<file path="src/rtl/alu_cmd_issuer.sv">
// alu_cmd_issuer: queues ALU commands, issues them one at a time to a 1-cycle registered ALU
// and returns each captured result over a valid/ready port with a saturating overflow count.
module alu_cmd_issuer #(
  parameter int DEPTH = 4,
  parameter int CNT_W = 8
) (
  input  logic             clk,
  input  logic             reset_n,
  input  logic             cmd_valid,
  output logic             cmd_ready,
  input  logic [3:0]       cmd_a,
  input  logic [3:0]       cmd_b,
  input  logic [1:0]       cmd_op,
  output logic             rsp_valid,
  input  logic             rsp_ready,
  output logic [3:0]       rsp_c,
  output logic             rsp_ovf,
  output logic [1:0]       rsp_op,
  output logic [3:0]       alu_a,
  output logic [3:0]       alu_b,
  output logic [1:0]       alu_op,
  input  logic [3:0]       alu_c,
  input  logic             alu_ovf,
  output logic             busy,
  output logic [CNT_W-1:0] ovf_count
);
  localparam int AW = $clog2(DEPTH);
  typedef enum logic [1:0] {IDLE, EXEC, CAPT, RESP} state_t;
  state_t state;
  logic [9:0] mem [DEPTH];
  logic [AW:0] wp, rp;
  logic empty, full, push, pop;
  assign empty = wp == rp;
  assign full = (wp[AW] != rp[AW]) && (wp[AW-1:0] == rp[AW-1:0]);
  assign cmd_ready = reset_n && !full;
  assign push = cmd_valid && cmd_ready;
  // a pop always coincides with loading the head onto the ALU
  assign pop = !empty && (state == IDLE || (state == RESP && rsp_ready));
  assign busy = (state != IDLE) || !empty;
  always_ff @(posedge clk)
    if (push) mem[wp[AW-1:0]] <= {cmd_a, cmd_b, cmd_op};
  always_ff @(posedge clk or negedge reset_n)
    if (!reset_n) begin
      state <= IDLE;
      wp <= '0;
      rp <= '0;
      {alu_a, alu_b, alu_op} <= '0;
      {rsp_valid, rsp_c, rsp_ovf, rsp_op} <= '0;
      ovf_count <= '0;
    end else begin
      if (push) wp <= wp + 1'b1;
      if (pop) begin
        rp <= rp + 1'b1;
        {alu_a, alu_b, alu_op} <= mem[rp[AW-1:0]];
      end
      case (state)
        IDLE: if (!empty) state <= EXEC;
        EXEC: state <= CAPT;
        CAPT: begin
          {rsp_c, rsp_ovf, rsp_op} <= {alu_c, alu_ovf, alu_op};
          rsp_valid <= 1'b1;
          if (alu_ovf && !(&ovf_count)) ovf_count <= ovf_count + 1'b1;
          state <= RESP;
        end
        RESP: if (rsp_ready) begin
          rsp_valid <= 1'b0;
          state <= empty ? IDLE : EXEC;
        end
      endcase
    end
endmodule

</file>
<file path="config.mk">
export PLATFORM = sky130hd
export DESIGN_NAME = alu_cmd_issuer
export DESIGN_NICKNAME = d
export VERILOG_FILES = /design/src/rtl/alu_cmd_issuer.sv
export SDC_FILE = /design/constraint.sdc
export NUM_CORES = 1
export LEC_CHECK = 0
export BUFFER_PORTS_ARGS = -buffer_cell sky130_fd_sc_hd__buf_2
export CAP_MARGIN = 30
export CORE_MARGIN = 2
export CORE_UTILIZATION = 40
export CTS_CLUSTER_SIZE = 10
export DETAILED_ROUTE_END_ITERATION = 10
export PLACE_DENSITY_LB_ADDON = 0.05
export SETUP_SLACK_MARGIN = 0.05
export SLEW_MARGIN = 10
export SYNTH_ARGS = -nofsm -noshare
export SYNTH_HDL_FRONTEND = slang
export SYNTH_SLANG_ARGS = --single-unit
</file>
<file path="constraint.sdc">
create_clock -name clk -period 2.85 [get_ports clk]
set_input_delay 0.4275 -clock clk [delete_from_list [all_inputs] [get_ports clk]]
set_output_delay 0.4275 -clock clk [all_outputs]
set_load 0.01 [all_outputs]
</file>
# Word-level counts from Yosys, hierarchy flattened
# Memories as Yosys holds them, arrays and structs flattened. A register that Yosys moved wholly into a read port is not among the register bits.
# Index checks and enable logic that the tools add are counted.
[word_totals] ff_bits=24 ram_bits=40 input_bits=19 n_memories=1
[classes] add_sub_neg=3 n_eq_ne=8 n_mux=8 reduce_logical=19
[memory_table] memory="mem" words=4 word_bits=10 rd=1 rd_ports_with_merged_regs=1 write_ports=1 line="30" rtl="logic [9:0] mem [DEPTH];"
[ops] op="8-bit by 1-bit adder with 8-bit output, second input constant" n=1
[ops] op="2-bit one-hot mux with 4 select lines" n=1
[ops] op="8-bit AND reduction" n=1
[ops] op="3-bit by 1-bit adder with 3-bit output, second input constant" n=2
[ops] op="1-bit logical AND" n=6
[ops] op="2-bit AND reduction" n=3
[ops] op="2-bit == test, second input constant" n=2
[ops] op="1-bit logical NOT" n=4
[ops] op="1-bit two-way mux" n=4
[ops] op="2-bit two-way mux" n=2
[ops] op="2-bit inequality test, second input constant" n=2
[ops] op="2-bit nonzero test" n=2
[ops] op="3-bit == test" n=1
[ops] op="2-bit by 1-bit == test with 1-bit output, second input constant" n=1
[ops] op="2-bit == test" n=1
[ops] op="2-bit logical NOT" n=1
[ops] op="1-bit logical OR" n=2
[ops] op="1-bit one-hot mux with 2 select lines" n=1
[ops] op="1-bit inequality test" n=1

# Longest topological paths before layout
[depth] ltp_word=7 mapped_depth=7

# Worst setup path before layout
# OpenSTA, ideal clock, no wires.
[synth_path] path_type="register to register" startpoint="register rp[0]" endpoint="memory mem[3][0], enable pin" setup_ns=0.351 arrival_ns=1.263 required_time_ns=2.499 path_slack_ns=1.236 stages_incl_launch_ff=4 n_path_buf=0 synth_period_minus_slack_ns=1.614 path_cell_list="dfrtp_1 xnor2_2 a31oi_4 and2_1"
[synth_between] elab_chain_cells=7
[synth_lines] item="start: declaration" line="31" rtl="logic [AW:0] wp, rp;"
[synth_lines] item="start signal: assignment" line="53" rtl="rp <= rp + 1'b1;"
[synth_lines] item="2-bit == test" line="34" rtl="assign full = (wp[AW] != rp[AW]) && (wp[AW-1:0] == rp[AW-1:0]);"
[synth_lines] item="1-bit logical AND" line="34"
[synth_lines] item="1-bit logical NOT" line="35" rtl="assign cmd_ready = reset_n && !full;"
[synth_lines] item="1-bit logical AND" line="35"
[synth_lines] item="1-bit logical AND" line="36" rtl="assign push = cmd_valid && cmd_ready;"
[synth_lines] item="1-bit two-way mux" line="41" rtl="if (push) mem[wp[AW-1:0]] <= {cmd_a, cmd_b, cmd_op};"
[synth_lines] item="1-bit two-way mux (not written as such)" line="41"
[synth_lines] item="end: declaration" line="30"
# Every way passes these cells.

# Final worst setup path
[layout_path] startpoint="register rp[1]" endpoint="output port cmd_ready"
[layout_between] elab_chain_cells=4
[layout_lines] item="2-bit == test" line="34"
[layout_lines] item="1-bit logical AND" line="34"
[layout_lines] item="1-bit logical NOT" line="35"
[layout_lines] item="1-bit logical AND" line="35"
[layout_lines] item="end: declaration" line="10" rtl="output logic cmd_ready,"
# Every way passes these cells.

==> flow_metrics.py <==
metrics = {
    "cells_and_area": {
        "final_layout_size_suffix_gt1_share_pct": 42.19,
        "post_route_cell_area_um2": 3674,
        "design.final.nets": 261,
        "final_cell_count_no_fill": 339,
        "insertedDiodeCount": 0,
        "syn2layout_area_growth_pct": 18.67,
    },
    "synthesis": {
        "sequential_element_share_of_the_synthesized_area_pct": 66.29,
        "yosysTopAreaCellShare_pct": 38.80,
        "synthesis.area_per_instance_um2": 17.59,
        "leading_cell_type_by_number_of_instances_after_synthesis": "edfxtp_1",
        "synth-seq-cells": 74,
        "ys_top_cells_by_area": "edfxtp_1 39%, dfrtp_1 27%, mux4_2 6.5%",
        "syn_area_um2": 3095,
        "post_synth_edffs": 40,
        "yosys.area.top_type": "edfxtp_1",
        "synth.net_count": 205,
        "ys_warns": 0,
        "synthArstFlopShare_pct": 45.95,
        "post_synth_most_frequent_cells": "40 x edfxtp_1, 34 x dfrtp_1, 11 x mux2_2, 10 x ha_1",
        "synth_cells": 176,
        "synth.lib_cells_used.distinct": 32,
        "ys.flop_type": "edfxtp_1",
    },
    "routing": {
        "drt_iter0_drc": 51,
        "total_iterations_of_the_first_detailed_routing_run": 4,
        "finalWirelength_mm": 5.156,
        "detail_route.drc_violations": 0,
        "vias": 1614,
        "wire_per_inst_um": 15.21,
        "final_antenna_net_count": 0,
        "detail_route.vias_per_cell": 4.761,
    },
    "setup_path": {
        "timing.critical_path.cells": "xnor2_2 > nand2_1 > o21a_1 > buf_2",
        "crit_arrival_ps": 1840,
        "timing.critical_path.required_ps": 2420,
        "setup.worst_path.end_class": "output port",
        "timing.critical_path.fanout_max": 13,
        "start_kind": "register",
        "crit_path_max_incr_delay_ps": 620,
        "critPathBufInv": 1,
        "path_delay_family": "flip-flops",
        "critical-path-slowest-cell": "dfrtp_1",
        "critPathKind": "register to output port",
    },
    "floorplan": {
        "io_pins": 47,
        "core.rowCount": 32,
        "die_wd_um": 91.97,
        "start_util_pct": 40.69,
        "design.die.area_um2": 8458,
        "core_region_area_um2": 7607,
        "floorplan.die.height_um": 91.97,
    },
    "grt": {
        "global_route.usage.met2_pct": 21.88,
        "grt.total_usage_pct": 13.60,
        "grt_most_used_layer": "met2",
        "number_of_antenna_violations_at_the_first_check_in_global_routing": 0,
        "grt.met1_usage_pct": 17.59,
        "globalRouteMet3Util_pct": 3.369,
        "first_global_vias": 1726,
        "grt_first_pass_wirelength_mm": 8.618,
        "grt_start_max_net_pins": 36,
        "grt.overflow.total": 0,
    },
    "cts": {
        "clock_sink_count": 74,
        "clock_tree.root_cell": "clkbuf_8",
        "cts.repair.resized": 0,
        "cts.clk_slew.worst_paths_ps": 80,
        "cts_tree": "built",
        "cts_htree_levels": 3,
        "post_cts.repair.setup_buffers": 0,
        "clk-insertion-delay-late_ps": 340,
        "cts.path.max_buffers": 2,
        "cts_hold_buf": 0,
        "cts_made_buffers": 9,
    },
    "place": {
        "globalplace.congestion": 0.7099,
        "placedCellCount": 323,
        "port_buffers": 46,
        "detailed_place.area_um2": 3445,
        "dp.final_hpwl_mm": 3.524,
    },
    "sta": {
        "post-route-period-util_pct": 79.69,
        "timing.final.setup_violations": 0,
        "rsz0062_at_grt": "no",
        "tns_ps": 0,
        "hold_viol": 0,
        "maxClockFrequency_mhz": 440.3,
        "final-max-slew-violation-count": 0,
        "skew_ps": 11.22,
        "max-slew-margin-rel_pct": 56.73,
        "finalWorstPathRequiredPeriod_ps": 2271,
        "worst_pin_slew_ps": 649.0,
    },
    "pwr": {
        "leakagePower_nw": 1.519,
        "powerDensity_nw_per_um2": 1107,
        "peakVddDrop_mv": 0.4261,
    },
    "outcome": {
        "status": "complete, no violations",
    },
    "job": {
        "drv.max_cap_violation_count": 0,
    },
    "worst_hold_path": {
        "timing.hold.worst.class": "input pin to asynchronous set/reset pin",
    },
}
-- worst paths after layout --
check / from / endpoint / slack [ps] / cells past startpoint
worst min-delay path: reset_n / ovf_count[7] / 170 / 2
max in group asynchronous: reset_n / alu_op[0] / 2360 / 2
worst max-delay path: rp[1] / cmd_ready / 580 / 4
worst max register to register: rp[1] / mem[3][6] / 650 / 3
worst min register to register: ovf_count[6] / ovf_count[6] / 490 / 1
min in group clk: cmd_a[0] / mem[0][6] / 300 / 1
-- layout make-up --
type / count / area, um2
clock buffer: 9 / 123.9
clock inverter: 7 / 105.1
fill: 660 / 3934
inverter: 6 / 22.52
multi-input combinational: 92 / 989.7
sequential: 74 / 2052
tap: 102 / 127.6
timing repair buffer: 49 / 252.7
-- cell families (layout without fill, tap and decap cells) --
family	after synthesis	in the layout	synth area share, %
multiplexers	29	29	15.28
XOR/XNOR	15	15	4.972
buffers and inverters	10	71	1.738
AND/OR/NAND/NOR	26	26	4.082
adder cells (fa/ha/maj)	10	10	4.042
flip-flops	74	74	66.29
AO/OA/AOI/OAI	12	12	3.597
-- cells in the final DEF (no fill, tap or decap) --
master      instances
a41oi_1             1
o21ai_1             1
a21oi_1             1
mux2_4              8
and2_1              4
clkinvlp_4          1
nand4_1             2
nor3_1              3
dfrtp_1            34
xnor2_2             3
edfxtp_1           40
ha_1               10
mux2_2             11
o21ai_0             3
o21a_1              1
bufinv_16           2
xor2_1              9
clkbuf_8            9
a32oi_1             1
a31oi_4             2
inv_8               1
mux4_2              9
nand2_2             1
nor2b_1             1
o211ai_2            1
nor2_1              5
mux4_1              1
inv_6               3
nand3_1             4
inv_1               6
o22ai_1             1
buf_2              46
buf_4               3
nand2_1             6
xnor2_1             3
-- power by group --
part | internal (mW) | switching, mW
combinational | 0.775 | 0.705
sequential | 1.43 | 0.243
clock | 0.508 | 0.404
total | 2.72 | 1.35
-- metal layers --
layer,up-vias,share of wire [%]
met5,-,0
met1,801,45
met3,5,4.2
met2,38,50
met4,0,0.99
li1,770,-
-- worst reg2reg max path, stage by stage (launching register included) --
cell and delay, ps:
dfrtp_1 750, xnor2_2 260, a31oi_4 290, and2_1 550
-- flip-flops by register name, indices dropped and copies added, names as in the netlist --
| register | cells |
|---|---|
| mem | 40 |
| ovf_count | 8 |
| alu_a | 4 |
| alu_b | 4 |
| rsp_c | 4 |
| rp | 3 |
| wp | 3 |
| alu_op | 2 |
| rsp_op | 2 |
| state | 2 |
| rsp_ovf | 1 |
| rsp_valid | 1 |
-- through the flow --
stage | utilization, % | worst slack, ps | hold WS (ps) | total power [mW]
2_1_floorplan | - | 1236 | 131.9 | 2.796
3_3_place_gp | 45.28 | 696.6 | 479.1 | 3.149
3_5_place_dp | 45.28 | 651.5 | 481.3 | 3.211
4_1_cts | 48.29 | 551.1 | 168.8 | 4.138
5_1_grt | 48.29 | 429.5 | 205.0 | 4.357
6_report | 48.29 | 578.8 | 168.5 | 4.068
No activity file was read; power rests on OpenSTA's default activity.
